===== config.mk =====
export PLATFORM = sky130hd
export DESIGN_NAME = mac_dot_pipe
export DESIGN_NICKNAME = d
export VERILOG_FILES = /design/src/rtl/mac_dot_pipe.sv
export SDC_FILE = /design/constraint.sdc
export NUM_CORES = 1
export LEC_CHECK = 0
export ABC_AREA = 1
export ABC_CLOCK_PERIOD_IN_PS = 7100
export BUFFER_PORTS_ARGS = -buffer_cell sky130_fd_sc_hd__buf_4
export CAP_MARGIN = 20
export CELL_PAD_IN_SITES_DETAIL_PLACEMENT = 2
export CELL_PAD_IN_SITES_GLOBAL_PLACEMENT = 2
export CORE_MARGIN = 2
export CORE_UTILIZATION = 39
export DETAILED_ROUTE_END_ITERATION = 8
export GPL_TIMING_DRIVEN = 1
export PLACE_DENSITY_LB_ADDON = 0.05
export SLEW_MARGIN = 10
export SYNTH_ARGS = -nofsm -noshare
export SYNTH_HDL_FRONTEND = slang
export SYNTH_SLANG_ARGS = --single-unit

===== constraint.sdc =====
create_clock -name clk -period 7.1 [get_ports clk]
set_input_delay 1.065 -clock clk [delete_from_list [all_inputs] [get_ports clk]]
set_output_delay 1.065 -clock clk [all_outputs]
set_load 0.02 [all_outputs]

===== src/rtl/mac_dot_pipe.sv =====
`timescale 1ns/1ps
`default_nettype none
// ============================================================================
// Module   : mac_dot_pipe
// Purpose  : Two-stage pipelined signed multiply-accumulate computing a
//            LEN-element dot product of w/x pairs, with optional saturation
//            and a sticky overflow flag per result.
// Ports    : clk, rst (async, active-high), clr (sync abort)
//            in_valid/in_ready/w/x     - operand pair handshake
//            out_valid/out_ready/out/ovf - result handshake
// Revision : 1.0 - initial release
// ============================================================================
module mac_dot_pipe #(
    parameter  int WIDTH     = 8,
    parameter  int LEN       = 4,
    parameter  int GUARD     = 4,
    parameter  int SAT       = 1,
    localparam int ACC_WIDTH = 2 * WIDTH + GUARD
) (
    input  logic                 clk,
    input  logic                 rst,
    input  logic                 clr,
    input  logic                 in_valid,
    output logic                 in_ready,
    input  logic [WIDTH-1:0]     w,
    input  logic [WIDTH-1:0]     x,
    output logic                 out_valid,
    input  logic                 out_ready,
    output logic [ACC_WIDTH-1:0] out,
    output logic                 ovf
);

    localparam int                   c_PROD_W   = 2 * WIDTH;
    localparam int                   c_CNT_W    = (LEN > 1) ? $clog2(LEN) : 1;
    localparam logic [c_CNT_W-1:0]   c_CNT_LAST = c_CNT_W'(LEN - 1);
    localparam logic [c_CNT_W-1:0]   c_CNT_ONE  = c_CNT_W'(1);
    localparam logic [ACC_WIDTH-1:0] c_ACC_MAX  = {1'b0, {(ACC_WIDTH-1){1'b1}}};
    localparam logic [ACC_WIDTH-1:0] c_ACC_MIN  = {1'b1, {(ACC_WIDTH-1){1'b0}}};

    logic                 w_stall;
    logic                 w_accept;
    logic                 w_add;
    logic                 w_last;
    logic                 w_load;
    logic [c_PROD_W-1:0]  w_mul;
    logic [ACC_WIDTH:0]   w_sum_ext;
    logic                 w_add_ovf;
    logic [ACC_WIDTH-1:0] w_sum;

    logic [c_PROD_W-1:0]  r_prod;
    logic                 r_prod_vld;
    logic [ACC_WIDTH-1:0] r_acc;
    logic [c_CNT_W-1:0]   r_cnt;
    logic                 r_sticky;

    // A held, unconsumed result freezes the whole pipeline.
    assign w_stall  = out_valid & ~out_ready;
    assign in_ready = ~w_stall & ~rst;
    // clr aborts the vector, so a pair offered in the same cycle is refused.
    assign w_accept = in_valid & in_ready & ~clr;

    // Sign-extend both operands to the product width; the low 2*WIDTH bits of
    // the product are then the exact signed result.
    assign w_mul = {{WIDTH{w[WIDTH-1]}}, w} * {{WIDTH{x[WIDTH-1]}}, x};

    // One extra bit above the accumulator exposes signed overflow: the top
    // two bits of the widened sum disagree exactly when the true sum is out
    // of the ACC_WIDTH signed range.
    assign w_sum_ext = {r_acc[ACC_WIDTH-1], r_acc}
                     + {{(GUARD+1){r_prod[c_PROD_W-1]}}, r_prod};
    assign w_add_ovf = w_sum_ext[ACC_WIDTH] ^ w_sum_ext[ACC_WIDTH-1];

    generate
        if (SAT != 0) begin : g_sat
            // Bit ACC_WIDTH carries the true sign of the sum.
            assign w_sum = w_add_ovf ? (w_sum_ext[ACC_WIDTH] ? c_ACC_MIN : c_ACC_MAX)
                                     : w_sum_ext[ACC_WIDTH-1:0];
        end else begin : g_wrap
            assign w_sum = w_sum_ext[ACC_WIDTH-1:0];
        end
    endgenerate

    assign w_add  = r_prod_vld & ~w_stall;
    assign w_last = (r_cnt == c_CNT_LAST);
    assign w_load = w_add & w_last & ~clr;

    // Stage 1: product register.
    always_ff @(posedge clk or posedge rst) begin
        if (rst) begin
            r_prod     <= '0;
            r_prod_vld <= 1'b0;
        end else if (clr) begin
            r_prod_vld <= 1'b0;
        end else if (!w_stall) begin
            r_prod_vld <= w_accept;
            if (w_accept) begin
                r_prod <= w_mul;
            end
        end
    end

    // Stage 2: accumulator, element counter and sticky overflow.
    // clr wins over stall so an abort is never deferred by a blocked consumer.
    always_ff @(posedge clk or posedge rst) begin
        if (rst) begin
            r_acc    <= '0;
            r_cnt    <= '0;
            r_sticky <= 1'b0;
        end else if (clr) begin
            r_acc    <= '0;
            r_cnt    <= '0;
            r_sticky <= 1'b0;
        end else if (w_add) begin
            if (w_last) begin
                r_acc    <= '0;
                r_cnt    <= '0;
                r_sticky <= 1'b0;
            end else begin
                r_acc    <= w_sum;
                r_cnt    <= r_cnt + c_CNT_ONE;
                r_sticky <= r_sticky | w_add_ovf;
            end
        end
    end

    // Output register: a new result may replace a consumed one on the same
    // edge, keeping out_valid high with no bubble.
    always_ff @(posedge clk or posedge rst) begin
        if (rst) begin
            out       <= '0;
            ovf       <= 1'b0;
            out_valid <= 1'b0;
        end else if (w_load) begin
            out       <= w_sum;
            ovf       <= r_sticky | w_add_ovf;
            out_valid <= 1'b1;
        end else if (out_ready) begin
            out_valid <= 1'b0;
        end
    end

endmodule
`default_nettype wire

==> results_dict.tcl, run 1 <==
set metrics [dict create \
    status "finished, final reports clean" \
    synth.top_cells.by_count "nand2_1, inv_1, nand3_1" \
    postCtsSetupBuffers 0 \
    ctsHoldBuffers 0 \
    switching_share 0.538 \
    max-clock-path-buffers 2 \
    routed_wl_um 21100 \
    netlist_instances 918 \
    vdd_ir_drop_max_uv 238 \
    synth-edff-count 0 \
    syn_avg_cell_area_um2 7.21 \
    numCtsBuffers 9 \
    setup_viol 0 \
    stdcell_area_um2 7420 \
    insertion_delay_ns 0.34 \
    synthArstFlopShare 1.00 \
    placed_area_um2 7100 \
    worstHoldPathCells 2 \
    yosysTopAreaCell "dfrtp_1" \
    initial_utilization 0.399 \
    vias 5966 \
    grt_antenna_before_repair 0 \
    hold_path_class "reg2reg" \
    diodes 0 \
    synth_cell_types 36 \
    path_clk_slew_ns 0.06 \
    syn_to_final_growth_pct 12.0 \
    wl_per_cell_um 18.0 \
    grt_max_degree 63 \
    power.density_nw_per_um2 418 \
    grt_pass1_vias 6978 \
    power_w 0.00310 \
    synth_area_leaders "dfrtp_1, fa_1, nand2_1, inv_1, ha_1" \
    crit_cells 16 \
    switchingPower_w 0.00167 \
    r2r_start "r_prod[0]" \
    coreArea_um2 16600 \
    worst_r2r_path_depth 12 \
    worst_pin_slew_ns 1.02 \
    die_h_um 134 \
    gr-total-overflow 0 \
    path_delay_family "adder cells" \
    syn_nets 1047 \
    synth-main-ff-cell "dfrtp_1" \
    finalWorstSetupSlack_ns 2.09 \
    wl_met1_um 8710 \
    crit_type "in2reg" \
    gp_congestion 0.934 \
    cellLeakagePower_nw 4.32 \
    cpMostUsedCell "fa_1" \
    cp_num_buf_inv 3 \
    placementRows 47 \
    clock_power_share 0.156 \
    numPortBuffers 43 \
    worstSetupStartpointType "input pin" \
    rsz0062_at_grt "no" \
    crit_fanout 9 \
    worstPathArrival_ns 5.22 \
    period_minus_slack_ns 5.01 \
    ys.warnings.count 0 \
    gr-usage-all-layers 0.250 \
    top_layer_used "met4" \
    cts_tree "yes" \
    drtIter0Drc 188 \
    ctsResizeCount 0 \
    final.period_utilization 0.705 \
    dieArea_um2 18000 \
    layout-drive-gt1-share 0.106 \
    hold_violations 0 \
    place.detailed.hpwl_um 17100 \
    ys_ff_latch 62 \
    yosysMostFrequentCell "nand2_1" \
    htreeDepth 3 \
    fin_skew_ns 0.0126 \
    min_from "out[19]" \
    slowest_delay_ns 0.55 \
    p_int_w 0.00143 \
    required_ns 7.31 \
    firstDrtPassIters 4 \
    routed-wl-met2_um 11800 \
    yosysTopAreaCellShare 0.234 \
    endpoint_kind "register" \
    path_cells "buf_4 > clkinv_1 > or2_2 > fa_1 > fa_1 > fa_1 > fa_1 > inv_1 > ha_1 > nand2_1 > o21ai_0 > nor2_1 > o21ai_0 > a21oi_1 > o21ai_0 > nand2_1" \
    synth_seq_area_share 0.234 \
    drc 0 \
    pwr-share-comb 0.659 \
    report.final.slew_viol_count 0 \
    numClockSinks 62 \
    cts-root-buf "clkbuf_16" \
    wl_met3_um 241 \
    die_w_um 134 \
    antenna_left 0 \
    fin_util 0.447 \
    critPathLaunch "x[7]" \
    io-pin-count 44 \
    tns_ns 0 \
    cap_violations 0 \
    via_per_inst 5.09 \
    seq_power_share 0.185 \
    dp_slack_ns 1.71 \
    netlist_area_um2 6620 \
    maxSlewHeadroom 0.319 \
    final_nets 1075 \
    fmax_mhz 200 \
    grt_pass1_wl_um 35700 \
    cp_slowest_cell "fa_1" \
]
-- per-layer routing --
metal,up-vias,track usage
met3,17,0.0253
met4,0,0.0567
met1,3065,0.284
met5,-,0
li1,2841,-
met2,43,0.499
-- sequential cells by signal, summed over array words and instances, names as in the netlist --
| register | flops |
|---|---|
| out | 20 |
| r_acc | 20 |
| r_prod | 16 |
| r_cnt | 2 |
| out_valid | 1 |
| ovf | 1 |
| r_prod_vld | 1 |
| r_sticky | 1 |
-- kinds of logic (layout without fill, tap and decap cells) --
group	after synthesis	after routing	share of synthesized area
xor gates and xnor gates	12	12	0.0159
DFF	62	62	0.234
and+or+nand+nor	455	455	0.299
adders and majority gates	108	108	0.268
AOI/OAI and AO/OA	62	62	0.0521
buffers and inverters	219	252	0.131
-- cell type report --
type                       instances  area [µm²]
clock buffer                      10         229
clock inverter                     6        86.3
fill                            2017        9170
inverter                         189         709
multi-input combinational        637        4210
sequential                        62        1550
tap                              220         275
timing repair buffer              47         353
-- path summary, 6_finish.rpt --
check | endpoint | slack [ns]
min reg2reg | out[19] | 0.48
min | out[19] | 0.48
max reg2reg | out[8] | 3.06
max in group asynchronous | r_acc[4] | 5.58
max | r_prod[11] | 2.09
min in group asynchronous | r_prod_vld | 0.98
-- power groups by stage --
stage	Sequential [W]	Clock, W	Combinational, W
5_1_grt	0.000587	0.000504	0.00231
3_5_place_dp	0.000572	0	0.00204
6_report	0.000573	0.000484	0.00204
3_3_place_gp	0.000561	0	0.00192
4_1_cts	0.000572	0.000490	0.00207
2_1_floorplan	0.000599	0	0.00144
-- stage by stage --
step | hold slack [ns] | instances
after floorplan | 0.453 | 918
after global routing | 0.523 | 1171
final | 0.483 | 1171
after CTS | 0.491 | 1171
after global placement | 0.462 | 1155
after detailed placement | 0.475 | 1155
-- layout by cell type, fill, tap and decap left out, drive strengths merged, types with 8 or more instances in the layout --
cell type / n
xor2: 8
buf: 47
nor2: 50
o21ai: 26
clkbuf: 10
ha: 52
inv: 188
a21oi: 23
dfrtp: 62
fa: 56
or2: 8
nand3: 87
nand2: 296
-- tightest hold or removal path, stage by stage, from the launching register on --
cell     delay [ns]
dfrtp_1        0.34
nand2_1        0.06
nand2_1        0.05
Power figures use the tool's default switching activity.
==> run 2: changes to the inputs <==
ABC_CLOCK_PERIOD_IN_PS = 4300   (was 7100)
CORE_UTILIZATION = 33   (was 39)
clock period = 4.3 ns   (was 7.1 ns; I/O delays follow)
==> run 2 against run 1 <==
Compared with the run above:
- sequential power up 63%
- hold slack lost 0.0054 ns
- clock skew is 0.0017 ns lower
- sequential cell count unchanged
- global-route usage is 3.1 points lower
- clock-buffer cell count is 1 lower
- wire length increased by 8.0%
- via count rose by 2.9%
- combinational power up 110%
- sequential share of layout area down 1.8 points
- highest routed layer unchanged
==> results_dict.tcl, run 2 (synthesis results as in run 1) <==
set metrics [dict create \
    fin_skew_ns 0.0109 \
    path_clk_slew_ns 0.06 \
    worstPathArrival_ns 4.38 \
    firstDrtPassIters 4 \
    finalWorstSetupSlack_ns 0.131 \
    slowest_delay_ns 0.54 \
    die_h_um 146 \
    placementRows 51 \
    grt_antenna_before_repair 0 \
    reg.largest.list "out (20), r_acc (20), r_prod (16)" \
    cellLeakagePower_nw 4.63 \
    hold_path_class "in2async" \
    cts_tree "yes" \
    initial_utilization 0.338 \
    insertion_delay_ns 0.34 \
    io-pin-count 44 \
    power.density_nw_per_um2 737 \
    ctsHoldBuffers 0 \
    mostFrequentLayoutCells "nand2_1, inv_1, buf_4" \
    numPortBuffers 43 \
    die_w_um 146 \
    coreArea_um2 19600 \
    cpMostUsedCell "fa_1" \
    htreeDepth 3 \
    dp_slack_ns -0.327 \
    final_nets 1136 \
    switchingPower_w 0.00310 \
    final_common_cell "nand2_1" \
    grt_max_degree 38 \
    cp_slowest_cell "fa_1" \
    vdd_ir_drop_max_uv 251 \
    numCtsBuffers 9 \
    drtIter0Drc 190 \
    via_per_inst 4.81 \
    layout-drive-gt1-share 0.189 \
    crit_type "in2reg" \
    gp_congestion 0.840 \
    crit_fanout 6 \
    switching_share 0.518 \
    hold_ws_ns 0.478 \
    worstSetupStartpointType "input pin" \
    placedCellCount 1259 \
    hold_violations 0 \
    setup_viol 0 \
    endpoint_kind "register" \
    wl_per_cell_um 17.8 \
    gr-total-overflow 0 \
    worst_r2r_path_depth 13 \
    seq_power_share 0.157 \
    maxSlewHeadroom 0.454 \
    instances_no_fill 1277 \
    report.final.slew_viol_count 0 \
    cap_violations 0 \
    placed_area_um2 7650 \
    period_minus_slack_ns 4.17 \
    grt_pass1_wl_um 37300 \
    dieArea_um2 21200 \
    grt_pass1_vias 7175 \
    max-clock-path-buffers 2 \
    stdcell_area_um2 8100 \
    numClockSinks 62 \
    clock_power_share 0.137 \
    vias 6139 \
    pwr-share-comb 0.706 \
    cts-root-buf "clkbuf_16" \
    diodes 0 \
    place.detailed.hpwl_um 18900 \
    final.period_utilization 0.969 \
    tns_ns 0 \
    fmax_mhz 240 \
    required_ns 4.51 \
    routed_wl_um 22700 \
    gr-usage-all-layers 0.219 \
    syn_to_final_growth_pct 22.3 \
    drc 0 \
    status "finished, final reports clean" \
    antenna_left 0 \
    worst_pin_slew_ns 0.817 \
    path_cells "buf_4 > buf_4 > nand2_1 > fa_1 > inv_1 > fa_1 > inv_1 > fa_1 > fa_1 > inv_1 > ha_4 > buf_4 > nand3_1 > nand2_1 > nand2_1 > o2111ai_1 > xor2_1 > o21ai_0" \
    rsz0062_at_grt "yes" \
    p_int_w 0.00287 \
]
## run 2: worst max-delay path: cells and delay by family
family,cells,cell delay [ns]
adders and majority gates,5,2.32
buffers and inverters,6,0.58
and+or+nand+nor,4,0.33
AOI/OAI and AO/OA,2,0.25
xor gates and xnor gates,1,0.24
## run 2: repair_timing
item | in CTS | in global routing
setup buffers | 0 | 2
resized for setup | 0 | 26
endpoints found under the setup margin | 0 | 8
## run 2: final cells by class
type	count	area, µm²
Sequential cell	62	1550
Fill cell	2356	11500
Multi-Input combinational cell	637	4360
Clock inverter	7	104
Tap cell	265	332
Timing Repair Buffer	108	811
Clock buffer	9	225
Inverter	189	712
## run 2: path summary, 6_finish.rpt
kind	startpoint	to	slack, ns
max	w[6]	r_prod[12]	0.13
min	rst	out[5]	0.48
max reg2reg	r_prod[0]	out[9]	0.67
min reg2reg	out[19]	out[19]	0.48
max in group asynchronous	rst	r_acc[9]	2.94
min in group clk	out[19]	out[19]	0.48
## run 2: metrics by stage
stage | util | power [W]
final | 0.413 | 0.00597
after global routing | 0.413 | 0.00651
after floorplan | - | 0.00344
after CTS | 0.407 | 0.00586
after global placement | 0.391 | 0.00481
after detailed placement | 0.391 | 0.00498
## run 2: power by group through the flow
stage	sequential [W]	clock, W	combinational [W]
floorplan	0.000990	0	0.00245
global placement	0.000934	0	0.00388
detailed placement	0.000948	0	0.00404
CTS	0.000941	0.000843	0.00407
global route	0.000969	0.000874	0.00467
finish	0.000936	0.000818	0.00422
## run 2: routing by layer
| layer | global-route usage | routed length [µm] |
|---|---|---|
| met1 | 0.237 | 8920 |
| met2 | 0.454 | 13300 |
| met3 | 0.0188 | 238 |
| met4 | 0.0500 | 309 |
| met5 | 0 | 0 |
==> run 3: changes to the inputs <==
CORE_MARGIN = default   (was 2)
GPL_ROUTABILITY_DRIVEN = 0   (was default)
==> run 3 against run 2 <==
Compared with the run above:
- final cell count shrank 0.70%
- power down 0.60%
- clock skew fell by 0.0013 ns
- critical endpoint unchanged
- critical path type unchanged
- global-route usage increased by 1.3 points
- non-clock buffer count is 9 lower
- worst setup slack worse by 0.044 ns
- largest power group unchanged
- register-to-register slack worse by 0.08 ns
- sequential share of layout area rose by 0.14 points
- utilization is 0.30 points lower
==> results_dict.tcl, run 3 (synthesis results as in run 1) <==
set metrics [dict create \
    regArea_um2 1550 \
    wl_per_cell_um 17.9 \
    insertion_delay_ns 0.34 \
    multi_input_area_um2 4340 \
    path_clk_slew_ns 0.07 \
    routed_wl_um 22700 \
    layout-drive-gt1-share 0.186 \
    crit_fanout 8 \
    fill_cells 2360 \
    cap_violations 0 \
    gr-usage-all-layers 0.233 \
    antenna_left 0 \
    reg2reg_slack_ns 0.59 \
    placed_area_um2 7600 \
    hold_path_class "in2async" \
    cellLeakagePower_nw 4.59 \
    final_common_cell "nand2_1" \
    numCtsBuffers 9 \
    seq_power_share 0.159 \
    final.period_utilization 0.980 \
    cts-root-buf "clkbuf_16" \
    setup_viol 0 \
    worst_pin_slew_ns 0.768 \
    numPortBuffers 43 \
    ctsHoldBuffers 0 \
    firstDrtPassIters 4 \
    grt_pass1_wl_um 36100 \
    mostFrequentLayoutCells "nand2_1, inv_1, buf_4" \
    worstSetupStartpointType "input pin" \
    required_ns 4.48 \
    diodes 0 \
    gr-total-overflow 0 \
    p_int_w 0.00286 \
    switchingPower_w 0.00307 \
    coreArea_um2 19600 \
    grt_pass1_vias 7034 \
    switching_share 0.518 \
    initial_utilization 0.338 \
    report.final.slew_viol_count 0 \
    endpoint_kind "register" \
    numClockSinks 62 \
    die_w_um 144 \
    r2r-end "r_acc[8]" \
    drtIter0Drc 124 \
    hold_ws_ns 0.432 \
    fmax_mhz 237 \
    grt_max_degree 33 \
    place.detailed.hpwl_um 19100 \
    worstPathArrival_ns 4.40 \
    vias 6075 \
    period_minus_slack_ns 4.21 \
    maxSlewHeadroom 0.487 \
    reg.largest.list "out (20), r_acc (20), r_prod (16)" \
    worst_r2r_path_depth 12 \
    status "finished, final reports clean" \
    via_per_inst 4.79 \
    dieArea_um2 20600 \
    hold_violations 0 \
    stdcell_area_um2 8040 \
    fin_skew_ns 0.00963 \
    clock_power_share 0.148 \
    power.density_nw_per_um2 738 \
    r2r_start "r_prod[0]" \
    drc 0 \
    placementRows 51 \
    die_h_um 144 \
    grt_antenna_before_repair 0 \
    max-clock-path-buffers 2 \
    htreeDepth 3 \
    io-pin-count 44 \
    crit_type "in2reg" \
    syn_to_final_growth_pct 21.4 \
    final_nets 1127 \
    critPathLaunch "x[7]" \
    cts_tree "yes" \
    pwr-share-comb 0.693 \
    vdd_ir_drop_max_uv 323 \
]
-- run 3: cell types whose count changed in the layout (fill, tap and decap cells not counted), moves of 2 or more --
cell,change
buf_4,-9
fa_2,+2
fa_1,-2
ha_4,-2
ha_2,+2
-- run 3: power groups by stage --
stage	logic, W	clock network, W	registers (W)
detailed placement	0.00400	0	0.000953
finish	0.00411	0.000881	0.000941
floorplan	0.00245	0	0.000990
global placement	0.00385	0	0.000939
global route	0.00456	0.000925	0.000964
CTS	0.00405	0.000901	0.000944
-- run 3: final cells by class --
type,count,area share
clock buffers,9,0.0280
clock inverters,7,0.0159
inverters,189,0.0889
multi-input cells,637,0.540
flip-flops and latches,62,0.193
well taps,265,0.0413
repair buffers,99,0.0925
-- run 3: per-stage QoR --
step	power (W)	setup TNS, ns	util	setup WS, ns	cells
floorplan	0.00344	-0.0132	-	-0.0132	918
global placement	0.00479	-1.87	0.388	-0.276	1252
detailed placement	0.00495	-2.71	0.388	-0.387	1252
CTS	0.00590	0	0.406	0.00429	1268
global route	0.00645	-0.0167	0.410	-0.0167	1268
finish	0.00593	0	0.410	0.0877	1268
-- run 3: metal layers --
metal  up-vias  global-route usage  part of all wire
met5         -                   0                 0
met4         0              0.0890             0.033
met3        33              0.0240             0.011
met2        64               0.473              0.58
met1      3034               0.240              0.38
li1       2944                   -                 -
-- run 3: how the worst max path moves through the flow --
stage                            end
after global placement    r_prod[12]
final                     r_prod[12]
after floorplan           r_prod[15]
after CTS                 r_prod[11]
after global routing      r_prod[12]
after detailed placement  r_prod[15]
-- run 3: worst max-delay path, cell delays in order --
cell       delay, ns
buf_4           0.13
inv_6           0.08
buf_4           0.12
nor2_1          0.04
fa_1            0.55
inv_1           0.08
fa_1            0.50
inv_1           0.05
fa_1            0.53
inv_1           0.05
fa_1            0.52
inv_1           0.06
ha_4            0.29
nand2_2         0.08
nor2_1          0.14
nand2_1         0.08
o2111ai_2       0.08
xor2_1          0.24
o21ai_0         0.10
-- run 3: timing repair --
action                     CTS  global route
pin swaps                    0            11
setup endpoints to repair    3             8
resized for setup            2            28
setup buffers                0             0
